`src/rtl/muldiv_pkg.sv`:
```
// muldiv_pkg: shared types and op encodings for the HI/LO multiply/divide unit.
// The divide path is present only when MULDIV_DIV_EN is defined.
package muldiv_pkg;

  // Op codes driven by the control unit on the muldiv Op port
  typedef enum logic [1:0] {
    OP_MULT  = 2'b00,
    OP_MULTU = 2'b01,
    OP_DIV   = 2'b10,
    OP_DIVU  = 2'b11
  } muldiv_op_t;

  typedef enum logic [2:0] {
    ST_IDLE,
    ST_LOAD,
    ST_RUN,
    ST_FIXUP,
    ST_DONE
  } muldiv_state_t;

  // R-type funct field values that select the muldiv unit
  localparam logic [5:0] FUNCT_MULT  = 6'h18;
  localparam logic [5:0] FUNCT_MULTU = 6'h19;
  localparam logic [5:0] FUNCT_DIV   = 6'h1a;
  localparam logic [5:0] FUNCT_DIVU  = 6'h1b;

  function automatic muldiv_op_t funct_to_op(input logic [5:0] funct);
    muldiv_op_t op;
    case (funct)
      FUNCT_MULT:  op = OP_MULT;
      FUNCT_MULTU: op = OP_MULTU;
      FUNCT_DIV:   op = OP_DIV;
      FUNCT_DIVU:  op = OP_DIVU;
      default:     op = OP_MULT;
    endcase
    return op;
  endfunction

  function automatic logic op_is_div(input muldiv_op_t op);
    return op[1];
  endfunction

  function automatic logic op_is_signed(input muldiv_op_t op);
    return ~op[0];
  endfunction

endpackage

```
`src/rtl/muldiv_step.sv`:
```
// muldiv_step: one combinational iteration of shift-add multiply or restoring
// divide. The divide half (trial subtractor) exists only with MULDIV_DIV_EN.
//
// Multiply: acc = {partial product high, multiplier remnant}.
// Divide:   acc = {remainder, dividend/quotient}; the quotient bit is returned
//           separately and the accumulator LSB is left 0 for the caller to fill.
module muldiv_step
  import muldiv_pkg::*;
#(
  parameter int WIDTH = 32
) (
  input  logic [2*WIDTH-1:0] acc,
  input  logic [WIDTH-1:0]   operand,
  input  logic               is_div,
  output logic [2*WIDTH-1:0] acc_next,
  output logic               q_bit
);

  logic [WIDTH:0] mul_sum;

  // Conditional add of the multiplicand into the upper half, carry kept
  always_comb begin
    mul_sum = {1'b0, acc[2*WIDTH-1:WIDTH]}
            + (acc[0] ? {1'b0, operand} : {(WIDTH+1){1'b0}});
  end

`ifdef MULDIV_DIV_EN
  logic [WIDTH:0]   rem_shift;
  logic [WIDTH+1:0] trial;
  logic             unused_trial_bit;

  // Shift remainder:quotient left by one and trial-subtract the divisor
  always_comb begin
    rem_shift = {acc[2*WIDTH-1:WIDTH], acc[WIDTH-1]};
    trial     = {1'b0, rem_shift} - {2'b00, operand};
  end

  // A successful trial is always below the divisor, so bit WIDTH is 0 then
  assign unused_trial_bit = trial[WIDTH];

  // Select the multiply or divide iteration result
  always_comb begin
    acc_next = {mul_sum, acc[WIDTH-1:1]};
    q_bit    = 1'b0;
    if (is_div) begin
      q_bit    = ~trial[WIDTH+1];
      acc_next = {(q_bit ? trial[WIDTH-1:0] : rem_shift[WIDTH-1:0]),
                  acc[WIDTH-2:0], 1'b0};
    end
  end
`else
  // Multiply only; a divide op never reaches RUN in this build
  always_comb begin
    acc_next = is_div ? acc : {mul_sum, acc[WIDTH-1:1]};
    q_bit    = 1'b0;
  end
`endif

endmodule

```
`src/rtl/muldiv_ctrl.sv`:
```
// muldiv_ctrl: multicycle HI/LO multiply/divide controller. Owns the FSM,
// iteration down-counter, sign latches, sign fixup and the HI/LO registers.
// Define MULDIV_DIV_EN to build the DIV/DIVU path; otherwise divide ops
// complete immediately with IllegalOp.
//
// state    | meaning
// ---------+---------------------------------------------------------------
// ST_IDLE  | waiting for Start; operands captured on the accepting edge
// ST_LOAD  | take magnitudes and signs, preload accumulator and counter
// ST_RUN   | one shift-add / restoring-divide iteration per cycle, WIDTH cycles
// ST_FIXUP | apply result signs, write HI/LO
// ST_DONE  | Done pulse; HI/LO valid
module muldiv_ctrl
  import muldiv_pkg::*;
#(
  parameter int WIDTH = 32
) (
  input  logic             Clk,
  input  logic             Reset,
  input  logic             Start,
  input  logic [1:0]       Op,
  input  logic [WIDTH-1:0] A,
  input  logic [WIDTH-1:0] B,
  output logic             Busy,
  output logic             Done,
  output logic [WIDTH-1:0] Hi,
  output logic [WIDTH-1:0] Lo,
  output logic             DivZero,
  output logic             IllegalOp
);

  localparam int CW = $clog2(WIDTH);
  localparam logic [CW-1:0] CNT_LAST = CW'(WIDTH - 1);

  muldiv_state_t      state, state_next;
  muldiv_op_t         op_q;
  logic [WIDTH-1:0]   a_raw, b_raw, operand;
  logic [WIDTH-1:0]   a_load, b_load;
  logic [2*WIDTH-1:0] acc, acc_next;
  logic               q_bit;
  logic [CW-1:0]      count;
  logic               sign_a, sign_b;
  logic               is_div, is_signed;
  logic               load_abort;
  logic               abort_flag;
  logic [WIDTH-1:0]   fix_hi, fix_lo;

  assign is_div    = op_is_div(op_q);
  assign is_signed = op_is_signed(op_q);

`ifdef MULDIV_DIV_EN
  assign load_abort = is_div && (b_raw == '0);
  assign DivZero    = abort_flag;
  assign IllegalOp  = 1'b0;
`else
  assign load_abort = is_div;
  assign DivZero    = 1'b0;
  assign IllegalOp  = abort_flag;
`endif

  muldiv_step #(.WIDTH(WIDTH)) u_step (
    .acc      (acc),
    .operand  (operand),
    .is_div   (is_div),
    .acc_next (acc_next),
    .q_bit    (q_bit)
  );

  // Operand magnitudes for signed ops; unsigned ops pass through raw
  always_comb begin
    a_load = (is_signed && a_raw[WIDTH-1]) ? -a_raw : a_raw;
    b_load = (is_signed && b_raw[WIDTH-1]) ? -b_raw : b_raw;
  end

  // Sign fixup of the finished magnitude result
  always_comb begin
    fix_hi = acc[2*WIDTH-1:WIDTH];
    fix_lo = acc[WIDTH-1:0];
`ifdef MULDIV_DIV_EN
    if (is_div) begin
      if (sign_a ^ sign_b) fix_lo = -acc[WIDTH-1:0];
      if (sign_a)          fix_hi = -acc[2*WIDTH-1:WIDTH];
    end else
`endif
    if (sign_a ^ sign_b) {fix_hi, fix_lo} = -acc;
  end

  // State register
  always_ff @(posedge Clk or posedge Reset) begin
    if (Reset) state <= ST_IDLE;
    else       state <= state_next;
  end

  // Next-state logic
  always_comb begin
    state_next = state;
    case (state)
      ST_IDLE:  if (Start) state_next = ST_LOAD;
      ST_LOAD:  state_next = load_abort ? ST_DONE : ST_RUN;
      ST_RUN:   if (count == '0) state_next = ST_FIXUP;
      ST_FIXUP: state_next = ST_DONE;
      ST_DONE:  state_next = ST_IDLE;
      default:  state_next = ST_IDLE;
    endcase
  end

  // Operand capture, iteration datapath, counter and HI/LO write
  always_ff @(posedge Clk or posedge Reset) begin
    if (Reset) begin
      op_q    <= OP_MULT;
      a_raw   <= '0;
      b_raw   <= '0;
      operand <= '0;
      acc     <= '0;
      count   <= '0;
      sign_a  <= 1'b0;
      sign_b  <= 1'b0;
      Hi      <= '0;
      Lo      <= '0;
    end else begin
      case (state)
        ST_IDLE: begin
          if (Start) begin
            op_q  <= muldiv_op_t'(Op);
            a_raw <= A;
            b_raw <= B;
          end
        end
        ST_LOAD: begin
          sign_a  <= is_signed & a_raw[WIDTH-1];
          sign_b  <= is_signed & b_raw[WIDTH-1];
          operand <= b_load;
          acc     <= {{WIDTH{1'b0}}, a_load};
          count   <= CNT_LAST;
        end
        ST_RUN: begin
          acc <= {acc_next[2*WIDTH-1:1], acc_next[0] | q_bit};
          if (count != '0) count <= count - 1'b1;
        end
        ST_FIXUP: begin
          Hi <= fix_hi;
          Lo <= fix_lo;
        end
        default: ;
      endcase
    end
  end

  // Registered status: aligned so each is high exactly in the target state
  always_ff @(posedge Clk or posedge Reset) begin
    if (Reset) begin
      Busy       <= 1'b0;
      Done       <= 1'b0;
      abort_flag <= 1'b0;
    end else begin
      Busy       <= (state_next != ST_IDLE);
      Done       <= (state_next == ST_DONE);
      abort_flag <= (state == ST_LOAD) && load_abort;
    end
  end

endmodule

```
`config.mk`:
```
export PLATFORM = sky130hd
export DESIGN_NAME = muldiv_ctrl
export DESIGN_NICKNAME = d
export VERILOG_FILES = /design/src/rtl/muldiv_pkg.sv /design/src/rtl/muldiv_step.sv /design/src/rtl/muldiv_ctrl.sv
export SDC_FILE = /design/constraint.sdc
export NUM_CORES = 1
export LEC_CHECK = 0
export ABC_AREA = 1
export BUFFER_PORTS_ARGS = -buffer_cell sky130_fd_sc_hd__buf_4
export CORE_MARGIN = 2
export CORE_UTILIZATION = 35
export DETAILED_ROUTE_END_ITERATION = 6
export MAX_ROUTING_LAYER = met4
export PLACE_DENSITY = 0.51
export SLEW_MARGIN = 10
export SYNTH_ARGS = -nofsm -noshare
export SYNTH_HDL_FRONTEND = slang
export SYNTH_SLANG_ARGS = --single-unit
export TNS_END_PERCENT = 5
```
`constraint.sdc`:
```
create_clock -name Clk -period 7.6 [get_ports Clk]
set_clock_uncertainty 0.1 [all_clocks]
set_input_delay 1.52 -clock Clk [delete_from_list [all_inputs] [get_ports Clk]]
set_output_delay 1.52 -clock Clk [all_outputs]
set_load 0.05 [all_outputs]
```
# Yosys cells after proc, flatten, opt, wreduce, memory -nomap -nowiden
# Cells that the tools add are included.
dict set report totals {
  input_bits 69
  word_cells 53
  regBits 239
  output_inout_bits 68
}
dict set report classes {
  eq_ne 6
  reduce_logical 11
  muxes 13
  bitwise 4
  n_addsub 5
}
# op n
set op_table {}
lappend op_table {{two-way mux 32 bit} 5}
lappend op_table {{one-hot mux 64 bit (2 select lines)} 1}
lappend op_table {{two-way mux 64 bit} 1}
lappend op_table {{negator 32 bit} 2}
lappend op_table {{negator 64 bit} 1}
lappend op_table {{adder 32 x 33 -> 33 bit} 1}
lappend op_table {{one-hot mux 3 bit (4 select lines)} 1}
lappend op_table {{one-hot mux 5 bit (2 select lines)} 1}
lappend op_table {{two-way mux 3 bit} 3}
lappend op_table {{equality test 3 x 2 -> 1 bit, second input constant} 2}
lappend op_table {{AND reduction 2 bit} 3}
lappend op_table {{zero test 5 bit} 1}
lappend op_table {{two-way mux 5 bit} 1}
lappend op_table {{nonzero test 5 bit} 1}
lappend op_table {{subtractor 5 x 1 -> 5 bit, second input constant} 1}
lappend op_table {{inequality test 2 bit, second input constant} 2}
lappend op_table {{equality test 3 x 1 -> 1 bit, second input constant} 1}
lappend op_table {{equality test 3 bit, second input constant} 1}
lappend op_table {{logical AND 1 bit} 3}
lappend op_table {{zero test 3 bit} 1}
lappend op_table {{nonzero test 3 bit} 1}
lappend op_table {{AND 1 bit} 2}
lappend op_table {{nonzero test 2 bit} 1}
lappend op_table {{NOT 1 bit} 1}
lappend op_table {{bitwise XOR 1 bit} 1}

# Depth between registers and ports, before layout
# Gate-level depths: netlist of run 1.
dict set report logic_depth {
  word_depth 4
  mapped_depth 18
  mapped_depth_nobuf 16
}

# Cells and area by module
# From an unflattened synthesis of run 1, not the netlist that was laid out.
dict set report unflattened {
  cells_unflattened 2528
  hier_area_um2 16281.9
}
# mod seq_area_each_um2 cells_per_inst area_each_um2 n_inst
set by_module_without_submodules {}
lappend by_module_without_submodules {muldiv_ctrl 5980.7 1780 12866.1 1}
lappend by_module_without_submodules {muldiv_step 0.0 748 3415.8 1}

# Worst setup path before layout of run 1
# OpenSTA, ideal clock, no wires.
dict set report synth_timing {
  path_type {in2reg}
  startpoint {in Start}
  endpoint {reg a_raw[19]}
  setup_ns 0.125
  setup_slack_ns 5.142
  path_buffers 1
  t_arrival_ns 2.233
  cell_stages 3
  required_ns 7.375
  cell_sequence {nand3_1 -> buf_2 -> mux2_2}
}
dict set report synth_between {
  elab_chain_len 1
}
# element line
set synth_lines {}
lappend synth_lines {{start: declaration} muldiv_ctrl.sv:20} ;# input logic Start,
lappend synth_lines {{AND reduction 2 bit (no line)} n/a}
lappend synth_lines {{end signal: assignment} muldiv_ctrl.sv:111} ;# a_raw <= '0;
lappend synth_lines {{end signal: assignment} muldiv_ctrl.sv:125} ;# a_raw <= A;
lappend synth_lines {{end: declaration} muldiv_ctrl.sv:37} ;# logic [WIDTH-1:0] a_raw, b_raw, operand;
# Every way passes these cells.
# A chain may end at the register's enable or synchronous reset.

# Worst setup path in the final report of run 1
dict set report layout_timing {
  startpoint {reg acc[0]}
  endpoint {reg acc[59]}
}
dict set report layout_between {
  elab_chain_len 4
}
# element line
set layout_lines {}
lappend layout_lines {{start: declaration} muldiv_ctrl.sv:39} ;# logic [2*WIDTH-1:0] acc, acc_next;
lappend layout_lines {{start signal: assignment} muldiv_ctrl.sv:133} ;# acc <= {{WIDTH{1'b0}}, a_load};
lappend layout_lines {{start signal: assignment} muldiv_ctrl.sv:137} ;# acc <= {acc_next[2*WIDTH-1:1], acc_next[0] | q_bit};
lappend layout_lines {{two-way mux 32 bit} muldiv_step.sv:24} ;# + (acc[0] ? {1'b0, operand} : {(WIDTH+1){1'b0}});
lappend layout_lines {{adder 32 x 33 -> 33 bit} muldiv_step.sv:24}
lappend layout_lines {{two-way mux 64 bit} muldiv_step.sv:54} ;# acc_next = is_div ? acc : {mul_sum, acc[WIDTH-1:1]};
lappend layout_lines {{one-hot mux 64 bit (2 select lines)} muldiv_ctrl.sv:121} ;# case (state)
# Every way passes these cells. The select of a mux whose other input is x is not followed.

==> metrics.yaml, run 1 <==
outcome: "completed"
ys_dominant_reg_cell: "dfrtp_1"
fin_hold_ws_ns: 0.374
cts.hold.buffers_added: 0
max_cap_violations: 0
initial_core_util: 0.356
r2r_slack_ns: 4.54
die_width_um: 217
synth_top_family_by_area: "simple AND/OR/NAND/NOR gates"
cts_tree: "done"
cts_setup_buffers: 0
vias: 15100
tns_ns: 0
netlist_area_um2: 15800
insertion_delay_ns: 0.59
cts.sinks: 239
syn_inst: 2401
ir_drop_uv: 255
std_cell_rows: 77
p_per_area_nw_per_um2: 463
drive_above_1_share: 0.104
worst-slew-pin-transition_ns: 1.22
synthArstFlopShare: 1.00
final_core_util: 0.415
root_buffer: "clkbuf_16"
crit_path_max_fanout: 33
vias_per_cell: 4.86
clockBufferDepth: 3
r2r_cells: 15
drtIter0Drc: 1272
cts_max_level: 1
antenna_cells: 0
synth-seq-area-share: 0.378
cts_resized: 0
synth_cell_types: 48
synth-xor-area-share: 0.0205
fin_crit_sh: 0.402
route.detailed.drc: 0
ant_nets: 0
grt_pass1_vias: 14500
max_freq_mhz: 327
wl_per_cell_um: 15.9
finalPower_mw: 8.52
synthMuxAreaShare: 0.00641
syn_nets: 2508
drtPass1Iterations: 7
grt_antenna_before_repair: 0
hpwlAfterDp_mm: 37.8
relSlewSlack: 0.189
synth_area_leaders: "dfrtp_1 38%, nand2_1 19%, nor2_1 7.1%"
hold_path.class: "reg2reg"
synth_common_cells: "802 x nand2_1, 298 x nor2_1, 288 x inv_1"
place.gp.congestion: 0.930
io_pins: 137
area_growth_pct: 16.4
avgSynthCellArea_um2: 6.59
yosysMostFrequentCell: "nand2_1"
clk_pin_slew_worst_paths_ns: 0.06
design.die.area_um2: 46900
leakage_nw: 9.70
hold_violations: 0
cp-end-kind: "flip-flop"
cp-endpoint: "acc[59]"
synth_compound_area_frac: 0.0982
worstSetupPathType: "reg2reg"
synthSimpleGateAreaFrac: 0.373
cp.required_ns: 7.95
rsz0062_at_grt: "false"
grtUsageTotal: 0.219
grt-ovfl-total: 0
synth-edff-count: 0
setup_viol: 0
cts_buffers: 29
critPathLaunch: "acc[0]"
fp.dieH_um: 217
layout.nets: 2609
synth_top_area_frac: 0.378
grt_first_pass_wirelength_mm: 79.9
yosysWarnings: 0
r2r_start: "acc[0]"
ys_seq_elements: 239
slew_violations: 0
period_needed_ns: 3.06
grt_max_degree: 176
startpoint_type: "flip-flop"
coreArea_um2: 44400
synth_adder_area_share: 0.0305
r2r_end: "acc[59]"
port_buffers: 135
arrival_ns: 3.41
synth_top_area_cell: "dfrtp_1"
wl_mm: 49.4
## cell families after synthesis
kind of cell             Yosys count
AND/OR/NAND/NOR                 1408
buffers and inverters            374
AO/OA/AOI/OAI                    295
flip-flops                       239
adder cells (fa/ha/maj)           38
XOR/XNOR                          37
multiplexers                       9
other                              1
## worst min path at each step
| stage | startpoint | endpoint | slack, ns | cells past startpoint |
|---|---|---|---|---|
| detailed placement | count[0] | count[0] | 0.37 | 1 |
| finish | count[0] | count[0] | 0.37 | 1 |
| global route | operand[23] | operand[23] | 0.40 | 2 |
| floorplan | count[0] | count[0] | 0.34 | 1 |
| CTS | count[0] | count[0] | 0.38 | 1 |
| global placement | count[0] | count[0] | 0.36 | 1 |
## cells in the final DEF (no fill, tap or decap), types with 7 or more instances in the layout
master,instances
a21oi_1,143
buf_4,143
bufinv_16,7
clkbuf_16,29
dfrtp_1,239
ha_1,37
inv_1,287
inv_2,9
mux2_2,9
nand2_1,802
nand2_2,13
nand3_1,194
nand3_2,8
nand3b_1,12
nand4_1,26
nor2_1,298
nor2_2,14
nor2_4,7
nor3_1,14
o21ai_0,107
o21ai_1,13
xor2_1,30
## critical path, cell delays in order (launching register included)
cell	delay, ns
dfrtp_1	1.05
nand2_1	0.15
inv_1	0.09
ha_1	0.16
inv_1	0.05
fa_1	0.39
inv_1	0.11
nand3_1	0.07
nand3_1	0.15
nand2_1	0.08
nand3_1	0.14
nand3_1	0.12
nand2_1	0.08
nand2_1	0.04
nand3_1	0.06
nand2_1	0.05
## registers in the layout, indices dropped and copies added, names as in the netlist
name / flops
count: 5
Hi: 32
sign_a: 1
sign_b: 1
a_raw: 32
operand: 32
b_raw: 32
IllegalOp: 1
Done: 1
op_q: 2
Lo: 32
state: 3
Busy: 1
acc: 64
## metal layers
layer  share of wire  GRT usage  up-vias  wire length (um)
li1                -          -     7807                 -
met3           0.052     0.0220       75              2550
met5               0          -        -                 0
met1            0.52      0.328     6864             25600
met4           0.023     0.0548        0              1150
met2            0.41      0.315      378             20100
## per-stage QoR
stage          cell area, um^2  instances  setup WS (ns)
4_1_cts                  18400       3115           4.47
6_report                 18400       3115           4.54
2_1_floorplan            15800       2401           2.85
3_3_place_gp             17300       3063           4.19
5_1_grt                  18400       3115           4.12
3_5_place_dp             17300       3063           4.18
## report_power, final
| part | internal, mW | switching [mW] |
|---|---|---|
| clock network | 0.982 | 0.570 |
| registers | 1.85 | 0.651 |
| logic | 1.41 | 3.06 |
## area by class of cell
cell class                      count  area, um^2
Sequential cell                   239        5980
Timing Repair Buffer              144        1090
Tap cell                          592         741
Clock buffer                       39         813
Inverter                          300        1130
Fill cell                        4740       26000
Multi-Input combinational cell   1788        8400
Clock inverter                     13         250
No activity file was read; power rests on OpenSTA's default activity.
==> inputs of run 2 (changes only) <==
ABC_AREA = 0   (was 1)
PLACE_DENSITY = 0.5   (was 0.51)
clock period = 3.04 ns   (was 7.6 ns; I/O delays follow)
==> run 2 against run 1 <==
Net effect:
- the flow now finishes with violations (setup timing)
- global-route usage fell by 1.7 points
- cell area fell by 4.5%
- clock power rose by 140%
- synthesized cell count fell by 37%
- worst hold slack got worse by 0.23 ns
- critical path type unchanged
==> metrics.yaml, run 2 <==
place_ws_ns: -0.210  # -4.39 ns
place.gp.congestion: 0.875  # -5.9%
r2r_end: "operand[29]"
ys_dominant_reg_cell: "dfrtp_1"
critPathLaunch: "b_raw[6]"
insertion_delay_ns: 0.58  # about the same
cp.required_ns: 3.38  # -4.57 ns
leakage_nw: 7.71  # -20%
port_buffers: 135  # unchanged
drtPass1Iterations: 7  # unchanged
regMostFlops: "acc"
ant_nets: 0  # unchanged
crit_cells: 8  # -7
violations: "setup timing"
r2r_slack_ns: -0.11  # -4.65 ns
layout.nets: 1855  # -29%
grt_antenna_before_repair: 0  # unchanged
critPathBufInv: 0  # -3
worst-slew-pin-transition_ns: 0.769  # -0.448 ns
synthArstFlopShare: 1.00  # unchanged
cts.sinks: 239  # unchanged
yosysMostFrequentCell: "dfrtp_1"
yosysWarnings: 0  # unchanged
max_freq_mhz: 318  # -2.9%
slowest_delay_ns: 0.55  # -0.50 ns
worstSetupPathType: "reg2reg"
final_cell_mix: "292 x buf_4, 238 x dfrtp_1, 201 x nand2_1"
grt-ovfl-total: 0  # unchanged
crit_path_top_delay_cell: "or4b_4"
arrival_ns: 3.49  # +0.08 ns
antenna_cells: 0  # unchanged
clk_pin_slew_worst_paths_ns: 0.06  # about the same
cp_top_family: "simple AND/OR/NAND/NOR gates"
wl_per_cell_um: 17.2  # +8.4%
cts_tree: "done"
clockBufferDepth: 3  # unchanged
vias: 11500  # -24%
startpoint_type: "flip-flop"
grt_max_degree: 129  # -27%
rsz0062_at_grt: "true"
final_common_cell: "buf_4"
grt_first_pass_wirelength_mm: 64.1  # -20%
synth_top_area_cell: "dfrtp_1"
setup_slack_ns: -0.108  # -4.65 ns
synth_cell_types: 64  # +33%
fin_hold_ws_ns: 0.146  # -0.229 ns
fp.dieH_um: 201  # -7.4%
hpwlAfterDp_mm: 29.7  # -21%
drive_above_1_share: 0.272  # +0.168
wl_mm: 39.4  # -20%
cts_buffers: 29  # unchanged
io_pins: 137  # unchanged
design.die.area_um2: 40300  # -14%
period_needed_ns: 3.15  # +0.0901 ns
fin_crit_sh: 1.04  # +0.633
route.detailed.drc: 0  # unchanged
syn_nets: 1609  # -36%
synth_common_cells: "239 x dfrtp_1, 202 x nand2_1, 193 x o21ai_0"
synth_area_leaders: "dfrtp_1 44%, o21ai_0 7.1%, xnor2_1 5.6%"
root_buffer: "clkbuf_16"
cts_max_level: 1  # unchanged
path_cells: "or4_4, or4_4, or4b_4, or4_4, nor4_4, nor2_1, xnor2_1, o21ai_1"
netlist_area_um2: 13500  # -14%
largest_reg_flops: 64  # unchanged
synth-seq-area-share: 0.442  # +0.0638
vias_per_cell: 5.03  # +3.7%
initial_core_util: 0.353  # -0.00353
setup_viol: 5  # +5
max_cap_violations: 0  # unchanged
coreArea_um2: 38400  # -14%
ys_seq_elements: 239  # unchanged
slew_violations: 0  # unchanged
area_growth_pct: 29.9
p_per_area_nw_per_um2: 1240  # +170%
die_width_um: 201  # -7.4%
ir_drop_uv: 638  # +150%
cp-end-kind: "flip-flop"
r2r_start: "b_raw[6]"
r2r_cells: 8  # -7
drtIter0Drc: 570  # -55%
grt_pass1_vias: 11200  # -22%
outcome: "complete, but fails checks"
hold_path.class: "in2reg"
std_cell_rows: 72  # -6.5%
relSlewSlack: 0.488  # +0.299
grtUsageTotal: 0.202  # -0.0172
synth-edff-count: 0  # unchanged
crit_path_max_fanout: 4  # -88%
syn_inst: 1502  # -37%
crit_top_cell: "or4_4"
avgSynthCellArea_um2: 9.01  # +37%
synth_top_area_frac: 0.442  # +0.0638
cp-endpoint: "operand[29]"
hold_violations: 0  # unchanged
==> run 2: cell types whose count changed in the layout (fill, tap and decap cells not counted), sizes merged, moves of 31 or more <==
cell | previous run | this run
nor2 | 321 | 94
xor2 | 31 | 62
inv | 298 | 30
and2 | 3 | 34
a21oi | 143 | 99
nand2 | 815 | 202
nand3 | 203 | 35
xnor2 | 6 | 87
buf | 144 | 299
o21ai | 121 | 199
mux2 | 9 | 58
==> run 2: repair_timing <==
item / in CTS / in global routing
pin swaps: 6 / 7
hold buffers: 1 / 0
endpoints found under the hold margin: 12 / 0
setup buffers: 0 / 1
setup endpoints to repair: 21 / 45
gates resized for setup: 17 / 52
gates cloned: 0 / 0
==> run 2: where the power goes <==
| group | leakage (nW) | internal [mW] | switching [mW] | total (mW) |
|---|---|---|---|---|
| Combinational | 4.23 | 4.93 | 7.05 | 12.0 |
| Clock | 0.503 | 2.26 | 1.49 | 3.75 |
| Sequential | 2.98 | 4.65 | 1.34 | 5.99 |
| Total | 7.71 | 11.8 | 9.88 | 21.7 |
==> run 2: worst min-delay path by stage <==
| stage | start | to | slack, ns | cells past startpoint |
|---|---|---|---|---|
| detailed placement | operand[5] | operand[5] | 0.36 | 2 |
| finish | B[10] | b_raw[10] | 0.15 | 3 |
| global route | B[10] | b_raw[10] | 0.14 | 3 |
| global placement | operand[5] | operand[5] | 0.35 | 2 |
| CTS | B[10] | b_raw[10] | 0.11 | 3 |
| floorplan | operand[0] | operand[0] | 0.34 | 2 |
==> run 2: cell type report <==
| class | instances | area, um^2 |
|---|---|---|
| multi-input combinational | 1149 | 7460 |
| sequential | 239 | 5980 |
| timing repair buffer | 300 | 2340 |
| tap | 518 | 648 |
| inverter | 29 | 113 |
| clock buffer | 33 | 771 |
| fill | 3878 | 20800 |
| clock inverter | 21 | 267 |
==> run 2: per-layer routing <==
metal | global-route usage | vias to the layer above | share of wire
met5 | - | - | 0
met4 | 0.0405 | 0 | 0.017
met3 | 0.0239 | 57 | 0.042
met2 | 0.283 | 236 | 0.41
met1 | 0.312 | 5439 | 0.53
li1 | - | 5788 | -
==> run 2: metrics by stage <==
stage / power, mW / util / instance area, um^2 / setup TNS, ns / instances
6_report: 21.7 / 0.458 / 17600 / -0.385 / 2289
4_1_cts: 21.6 / 0.452 / 17300 / -0.457 / 2288
2_1_floorplan: 13.5 / - / 13500 / -193.04 / 1502
3_3_place_gp: 17.6 / 0.422 / 16200 / -1.54 / 2233
5_1_grt: 23.4 / 0.458 / 17600 / -1.62 / 2289
3_5_place_dp: 17.8 / 0.422 / 16200 / -2.25 / 2233
==> run 2: worst register-to-register path, stage by stage (launching register included) <==
cell	delay [ns]
dfrtp_1	0.37
or4_4	0.53
or4_4	0.50
or4b_4	0.55
or4_4	0.47
nor4_4	0.18
nor2_1	0.08
xnor2_1	0.17
o21ai_1	0.07
==> run 2: cells by family after synthesis <==
group	count (synthesis)	share of synthesized area
compound gates	396	0.165
buf+inv	114	0.0322
mux	59	0.0490
fa+ha+maj	38	0.0357
simple gates	506	0.179
xor+xnor	149	0.0964
flops	239	0.442
other cells	1	0.000277
